===== src/rtl/reverse_pkg.sv =====
// rtl/reverse_pkg.sv - operation encoding and permutation function for reverse_pipe
//
// Purpose: shared types and the pure permutation function used by reverse_perm.
// Contents:
//   reverse_op_t  - 2-bit operation select (pass, bit reverse, byte swap, per-byte bit reverse)
//   BYTE_W        - byte width in bits
//   MAX_XLEN      - widest word reverse_apply can handle
//   reverse_apply - permutes the low xlen bits of dat according to op
package reverse_pkg;

  typedef enum logic [1:0] {
    OP_PASS  = 2'd0,
    OP_BREV  = 2'd1,
    OP_BSWAP = 2'd2,
    OP_BREV8 = 2'd3
  } reverse_op_t;

  localparam int BYTE_W   = 8;
  localparam int MAX_XLEN = 256;

  // Operates on a MAX_XLEN-wide carrier so one function serves every XLEN;
  // bits at and above xlen are returned as zero. The source index is computed
  // per destination bit, so no stream operator is needed.
  function automatic logic [MAX_XLEN-1:0] reverse_apply(
    input reverse_op_t           op,
    input logic [MAX_XLEN-1:0]   dat,
    input int                    xlen
  );
    logic [MAX_XLEN-1:0] res;
    logic [7:0]          src;
    int                  byte_idx;
    int                  bit_idx;
    res = '0;
    for (int i = 0; i < MAX_XLEN; i++) begin
      byte_idx = i / BYTE_W;
      bit_idx  = i % BYTE_W;
      case (op)
        OP_BREV:  src = 8'(xlen - 1 - i);
        OP_BSWAP: src = 8'((xlen / BYTE_W - 1 - byte_idx) * BYTE_W + bit_idx);
        OP_BREV8: src = 8'(byte_idx * BYTE_W + (BYTE_W - 1 - bit_idx));
        default:  src = 8'(i);
      endcase
      if (i < xlen) begin
        res[8'(i)] = dat[src];
      end
    end
    return res;
  endfunction

endpackage


===== src/rtl/reverse_perm.sv =====
// rtl/reverse_perm.sv - combinational XLEN-bit permutation selected by operation
//
// Purpose: wraps reverse_apply for a fixed XLEN.
// Ports:
//   in_op   in   reverse_op_t  operation select
//   in_dat  in   XLEN          word to permute
//   out_dat out  XLEN          permuted word
module reverse_perm
  import reverse_pkg::*;
#(
  parameter int XLEN = 32
) (
  input  reverse_op_t     in_op,
  input  logic [XLEN-1:0] in_dat,
  output logic [XLEN-1:0] out_dat
);

  logic [MAX_XLEN-1:0] dat_ext;
  logic [MAX_XLEN-1:0] res_ext;

  assign dat_ext = MAX_XLEN'(in_dat);
  assign res_ext = reverse_apply(in_op, dat_ext, XLEN);
  assign out_dat = res_ext[XLEN-1:0];

  // Upper carrier bits are always zero; they are deliberately left unused.
  generate
    if (XLEN < MAX_XLEN) begin : g_hi
      logic unused_hi;
      assign unused_hi = |res_ext[MAX_XLEN-1:XLEN];
    end
  endgenerate

endmodule


===== src/rtl/reverse_pipe.sv =====
// rtl/reverse_pipe.sv - pipelined bit/byte permutation with valid/ready handshake
//
// Purpose: applies a per-word selectable permutation and registers the result.
// Optional macro REVERSE_PIPE_IN_EN adds an input register stage (latency 2);
// without it the block has a single output stage (latency 1).
// Ports:
//   clk      in   clock
//   rst      in   asynchronous active-high reset
//   in_vld   in   input word valid
//   in_rdy   out  block can accept an input word
//   in_op    in   2-bit operation (reverse_op_t encoding)
//   in_dat   in   XLEN input word
//   out_vld  out  output word valid
//   out_rdy  in   downstream accepts the output word
//   out_dat  out  XLEN permuted word
module reverse_pipe
  import reverse_pkg::*;
#(
  parameter int XLEN = 32
) (
  input  logic            clk,
  input  logic            rst,
  input  logic            in_vld,
  output logic            in_rdy,
  input  logic [1:0]      in_op,
  input  logic [XLEN-1:0] in_dat,
  output logic            out_vld,
  input  logic            out_rdy,
  output logic [XLEN-1:0] out_dat
);

  generate
    if (XLEN < BYTE_W || (XLEN % BYTE_W) != 0 || XLEN > MAX_XLEN) begin : g_bad_xlen
      $error("reverse_pipe: XLEN must be a multiple of 8 between 8 and %0d", MAX_XLEN);
    end
  endgenerate

  logic            out_vld_q;
  logic            out_vld_d;
  logic [XLEN-1:0] out_dat_q;
  logic [XLEN-1:0] out_dat_d;
  logic            out_stage_rdy;

  logic            perm_vld;
  reverse_op_t     perm_op;
  logic [XLEN-1:0] perm_dat;
  logic [XLEN-1:0] perm_res;

  // Output stage can take a word when empty or when its word leaves this cycle.
  assign out_stage_rdy = !out_vld_q || out_rdy;

`ifdef REVERSE_PIPE_IN_EN
  logic            stg_vld_q;
  logic            stg_vld_d;
  reverse_op_t     stg_op_q;
  reverse_op_t     stg_op_d;
  logic [XLEN-1:0] stg_dat_q;
  logic [XLEN-1:0] stg_dat_d;
  logic            stg_rdy;

  assign stg_rdy = !stg_vld_q || out_stage_rdy;

  always_comb begin
    stg_vld_d = stg_vld_q;
    stg_op_d  = stg_op_q;
    stg_dat_d = stg_dat_q;
    if (in_vld && stg_rdy) begin
      stg_vld_d = 1'b1;
      stg_op_d  = reverse_op_t'(in_op);
      stg_dat_d = in_dat;
    end else if (stg_vld_q && out_stage_rdy) begin
      stg_vld_d = 1'b0;
    end
  end

  always_ff @(posedge clk or posedge rst) begin
    if (rst) begin
      stg_vld_q <= 1'b0;
      stg_op_q  <= OP_PASS;
      stg_dat_q <= '0;
    end else begin
      stg_vld_q <= stg_vld_d;
      stg_op_q  <= stg_op_d;
      stg_dat_q <= stg_dat_d;
    end
  end

  assign in_rdy   = stg_rdy;
  assign perm_vld = stg_vld_q;
  assign perm_op  = stg_op_q;
  assign perm_dat = stg_dat_q;
`else
  assign in_rdy   = out_stage_rdy;
  assign perm_vld = in_vld;
  assign perm_op  = reverse_op_t'(in_op);
  assign perm_dat = in_dat;
`endif

  reverse_perm #(
    .XLEN (XLEN)
  ) u_perm (
    .in_op   (perm_op),
    .in_dat  (perm_dat),
    .out_dat (perm_res)
  );

  // A new word wins over a departing one, so back-to-back traffic has no bubble.
  // out_dat only changes on a load, keeping it free of idle-input garbage.
  always_comb begin
    out_vld_d = out_vld_q;
    out_dat_d = out_dat_q;
    if (perm_vld && out_stage_rdy) begin
      out_vld_d = 1'b1;
      out_dat_d = perm_res;
    end else if (out_vld_q && out_rdy) begin
      out_vld_d = 1'b0;
    end
  end

  always_ff @(posedge clk or posedge rst) begin
    if (rst) begin
      out_vld_q <= 1'b0;
      out_dat_q <= '0;
    end else begin
      out_vld_q <= out_vld_d;
      out_dat_q <= out_dat_d;
    end
  end

  assign out_vld = out_vld_q;
  assign out_dat = out_dat_q;

endmodule


===== config.mk =====
export PLATFORM = sky130hd
export DESIGN_NAME = reverse_pipe
export DESIGN_NICKNAME = d
export VERILOG_FILES = /design/src/rtl/reverse_pkg.sv /design/src/rtl/reverse_perm.sv /design/src/rtl/reverse_pipe.sv
export SDC_FILE = /design/constraint.sdc
export NUM_CORES = 1
export LEC_CHECK = 0
export BUFFER_PORTS_ARGS = -buffer_cell sky130_fd_sc_hd__buf_2
export CORE_MARGIN = 2
export CORE_UTILIZATION = 30
export DETAILED_ROUTE_END_ITERATION = 8
export GPL_ROUTABILITY_DRIVEN = 0
export PLACE_DENSITY = 0.59
export SYNTH_ARGS = -nofsm -noshare
export SYNTH_HDL_FRONTEND = slang
export SYNTH_SLANG_ARGS = --single-unit

===== constraint.sdc =====
create_clock -name clk -period 2.2 [get_ports clk]
set_input_delay 0.33 -clock clk [delete_from_list [all_inputs] [get_ports clk]]
set_output_delay 0.33 -clock clk [all_outputs]
set_load 0.05 [all_outputs]

# Word-level counts from Yosys, hierarchy flattened
# Cells that the tools add are included.
# word_totals
wordCells,140
input_bits,38
regBits,33
# classes
n_lt_le_gt_ge,32
mux,98
n_eq_ne,3
n_reduce_logical,5
# op_table
op,count
one-hot mux 5 bit (3 select lines),32
< comparator 5 x 9 -> 1 bit (second input constant),32
binary-select mux 1 bit (select 8 bit),32
two-way mux 1 bit,34
equality test 2 bit (second input constant),2
equality test 2 x 1 -> 1 bit (second input constant),1
logical AND 1 bit,2
nonzero test 2 bit,1
logical NOT 1 bit,1
logical OR 1 bit,1

# Depth between registers and ports, before layout
# depth
word_depth,4
ltp_mapped,9
ltp_nobuf,6

# Cells and area by module
# Synthesis repeated with hierarchy kept, for this count alone.
# unflattened
cells_unflattened,258
hier_area_um2,2736.4
# modules_own_cells
mod,area_per_inst_um2,cells_per_inst,instances,seq_area_each_um2
reverse_pipe,1395.1,72,1,825.8
reverse_perm,1341.3,186,1,0.0

# Least setup slack after synthesis
# Ideal clock, no wire load.
# synth_path
path_type,register -> register
start,register out_vld_q (netlist: out_vld)
end,register out_dat_q[15] (netlist: out_dat[15])
setup_slack_ns,0.259
n_path_buf,1
path_stages_with_launch,5
period_less_slack_ns,1.941
arrival_time_ns,1.805
setup_ns,0.136
path_cell_list,dfrtp_1 > nand2b_1 > nand2_1 > clkbuf_1 > o21ai_0
# synth_between
elab_chain_len,3
# synth_rtl
item,line,source
from (decl),reverse_pipe.sv:38,logic out_vld_q;
from (signal assigned),reverse_pipe.sv:125,out_vld_q <= out_vld_d;
logical NOT 1 bit,reverse_pipe.sv:50,assign out_stage_rdy = !out_vld_q || out_rdy;
logical OR 1 bit,reverse_pipe.sv:50,
named net in_rdy,reverse_pipe.sv:24,"output logic in_rdy,"
logical AND 1 bit,reverse_pipe.sv:112,if (perm_vld && out_stage_rdy) begin
to (signal assigned),reverse_pipe.sv:126,out_dat_q <= out_dat_d;
to (decl),reverse_pipe.sv:40,logic [XLEN-1:0] out_dat_q;
# The timed path passes the listed nets, and every way through them passes these cells.
# A chain may end at the register's enable or synchronous reset.

# Worst setup path in the final report
# layout_path
start,input port in_op[0]
end,register out_dat_q[6] (netlist: out_dat[6])
# layout_between
elab_chain_len,4
word_cells_on_any_way,6
# layout_rtl
item,line,source
from (decl),reverse_pipe.sv:25,"input logic [1:0] in_op,"
equality test 2 bit / equality test 2 x 1 -> 1 bit (equally long branches),-,
one-hot mux 5 bit (3 select lines) *,reverse_pkg.sv:37,case (op)
binary-select mux 1 bit (select 8 bit) *,reverse_pkg.sv:44,res[8'(i)] = dat[src];
two-way mux 1 bit (implied by the code) *,reverse_pkg.sv:44,
# Every way passes the cells marked *; elsewhere a longest branch is shown, timed or not. The select of a mux whose other input is x is not followed.

==> flow_summary.yaml <==
critical_path:
  worst-r2r-cell-count: 5
  slowest_stage_cell_crit_path: "mux4_2"
  timing_worst_setup_path_type: "in -> reg"
  worstPathMaxFanout: 24
  stage_delay_of_the_slowest_cell_on_the_critical_path_ps: 460
  reg2reg_to: "out_dat[0]"
  endpoint_kind: "flop"
  cp_cell_sequence: "buf_2, ha_1, or2_1, buf_12, a21oi_1, mux4_2, o21ai_1"
  critical_path.startpoint_type: "primary input"
  critical_r2r_launch: "out_vld"
  cp-endpoint: "out_dat[6]"
  critical_path.top_delay_family: "multiplexers"
  critical_path.n_buffers_inverters: 2
  critical_path_stages: 7
  crit_path_start: "in_op[0]"
  crit_required_ps: 2400
  regToRegSetupSlack_ps: 800
  cp_data_arrival_time_ps: 1980
die:
  std_cell_rows: 32
  design.core.area_mm2: 0.00761
  die-area_mm2: 0.00847
  floorplan.initialDensity_pct: 30.6
  floorplan.die.width_um: 92.1
  floorplan.io_pins: 72
  die-height_um: 92.1
grt:
  grt_first_pass_wirelength_um: 10200
  top_usage_layer: "met2"
  maximum_number_of_pins_on_one_net_before_global_route_repair: 37
  gr_util_all_layers_pct: 15.2
  globalRouteOverflowTotal: 0
  grtUsageMet2_pct: 24.3
  vias_in_the_first_global_route: 1971
  antenna_found_initial: 0
  global_route.usage.met3_pct: 2.79
  groute.layer.met1.usage_pct: 21.6
detailed_routing:
  detail_route.first_pass.iterations: 4
  routed_wire_length_per_instance_um: 15.4
  initialDrtViolationCount: 168
  avgViaCountPerCell: 5.11
  residual_antenna_violating_net_count_after_detailed_routing: 0
  drt_drc_violations_left: 0
  routed_wirelength_um: 6160
  vias: 2044
sta:
  finalCriticalPeriod_ps: 1780
  worstMarginPinSlew_ps: 521
  layout_worst_path_cycle_share_pct: 80.9
  grt_setup_unrepaired: "false"
  slew_headroom_pct: 65.2
  setup_viol: 0
  setup_tns_ps: 0
  finClkSkew_ps: 2.60
  drv_slew: 0
  hold_viol_final: 0
  max_clock_freq_ghz: 0.562
logic_synthesis:
  post-synth-top-area-fraction_pct: 35.5
  netlist_top_cells_area: "dfrtp_1, mux4_2, a21oi_1"
  nets_in_the_synthesized_netlist: 268
  yosysWarnings: 0
  syn-cell-area_mm2: 0.00233
  synth-seq-area-share_pct: 35.5
  syn_area_per_cell_um2: 10.3
  synthDominantAreaCellType: "dfrtp_1"
  yosys.cell_types.count: 24
  syn-instance-count: 226
  flip_flop_and_latch_count_after_synthesis: 33
pwr:
  power.density_cell_area_mw_per_mm2: 815
  total_switching_power_mw: 1.04
  net_sw_share_pct: 43.7
  comb_power_share_pct: 47.5
  cell_internal_pwr_mw: 1.34
  worst_ir_drop_vdd_mv: 0.297
  pwr-share-clk_pct: 19.5
  sequential_share_of_power_pct: 33.0
  leakage_dissipation_nw: 1.31
clock_network:
  h_tree_levels: 2
  number_of_clock_buffers_inserted_by_tritoncts: 5
  post-cts-setup-buffers: 0
  clk_path_buf_depth: 2
  tritoncts: "done"
  postcts_resize_cnt: 0
  cts_num_sinks: 33
  clk_pin_slew_ps: 70
  postCtsHoldBufs: 0
  worst_skew_pair.late_latency_ps: 280
  clock_tree.root_cell: "clkbuf_8"
layout:
  finish.instance_area_mm2: 0.00292
  finish.cell_count_without_fillers: 400
  drive_above_1_share_pct: 41.9
  mostFrequentLayoutCells: "buf_2, a21oi_1, dfrtp_1, nand2_1"
  post_layout_nets: 340
  n_antenna_cell: 0
  layout-area-overhead-vs-synth_pct: 25.7
  fillcell_total: 790
  leading_cell_type_in_the_layout_fill_and_taps_excluded: "buf_2"
place:
  port-buffer-count: 71
  placedCellCount: 393
  dpl_cell_area_mm2: 0.00284
  detailed_place_hpwl_um: 4670
hold_path:
  min-delay-path-class: "in -> async"
job:
  maxCapViolations: 0
status:
  result_of_the_run: "finished, final reports clean"
## metrics by stage
| stage | hold slack (ps) | setup WS [ps] | util, % | total power, mW |
|---|---|---|---|---|
| 3_3_place_gp | 452 | 196 | 37.3 | 1.93 |
| 2_1_floorplan | 438 | 259 | - | 1.65 |
| 6_report | 152 | 421 | 38.4 | 2.38 |
| 5_1_grt | 202 | 312 | 38.4 | 2.51 |
| 4_1_cts | 157 | 445 | 38.4 | 2.41 |
| 3_5_place_dp | 457 | 151 | 37.3 | 1.94 |
## worst reg2reg max path, cell delays in order (launching register included)
cell and delay (ps):
dfrtp_1 370, nand2b_1 120, nand2_2 320, buf_4 320, nand2_1 70, o21ai_0 70
## cell type report
class | count | area [um2] | area share (%)
clock buffer | 7 | 86.3 | 2.95
sequential | 33 | 826 | 28.3
timing repair buffer | 85 | 498 | 17.0
inverter | 3 | 11.3 | 0.385
tap | 102 | 128 | 4.37
multi-input combinational | 170 | 1370 | 47.0
## Yosys cell counts
cell and count:
nor3_1 2, buf_2 7, dfrtp_1 33, or2_1 2, inv_1 3, nor2_1 2
buf_4 5, mux2i_1 4, nor3b_2 4, nand2b_1 2, buf_6 2, o21ai_0 8
o21ai_1 24, nor2_4 1, mux4_2 24, nand2_1 31, a21oi_1 48, a21o_1 2
mux2_2 4, a211oi_1 2, buf_1 1, ha_1 4, clkbuf_1 5, o21a_1 6
## power groups by stage
stage	logic, mW	registers (mW)	clock network (mW)
6_report	1.13	0.787	0.464
5_1_grt	1.21	0.804	0.496
4_1_cts	1.14	0.791	0.483
3_5_place_dp	1.14	0.803	0
3_3_place_gp	1.13	0.801	0
2_1_floorplan	0.434	1.22	0
## per-layer routing
metal	share of wire, %	wire (um)	up-vias
li1	-	-	983
met1	47	2890	981
met2	47	2910	80
met3	5.8	359	0
met4	0	0	0
met5	0	0	-
## cells by family (layout without fill, tap and decap cells)
family | after synthesis | count (layout) | share of synthesized area [%]
simple gates | 44 | 44 | 9.47
mux | 32 | 32 | 26.9
flops | 33 | 33 | 35.5
compound gates | 90 | 90 | 20.4
buf+inv | 23 | 95 | 5.54
fa+ha+maj | 4 | 4 | 2.15
## worst min-delay path by stage
stage,from,slack [ps],end
floorplan,in_vld,440,out_vld
global placement,rst,450,out_vld
detailed placement,rst,460,out_dat[17]
CTS,rst,160,out_vld
global route,rst,200,out_dat[0]
finish,rst,150,out_vld
## state kept, by name (all words and copies together), names as in the netlist
name	flops
out_dat	32
out_vld	1
Power figures use the tool's default switching activity.
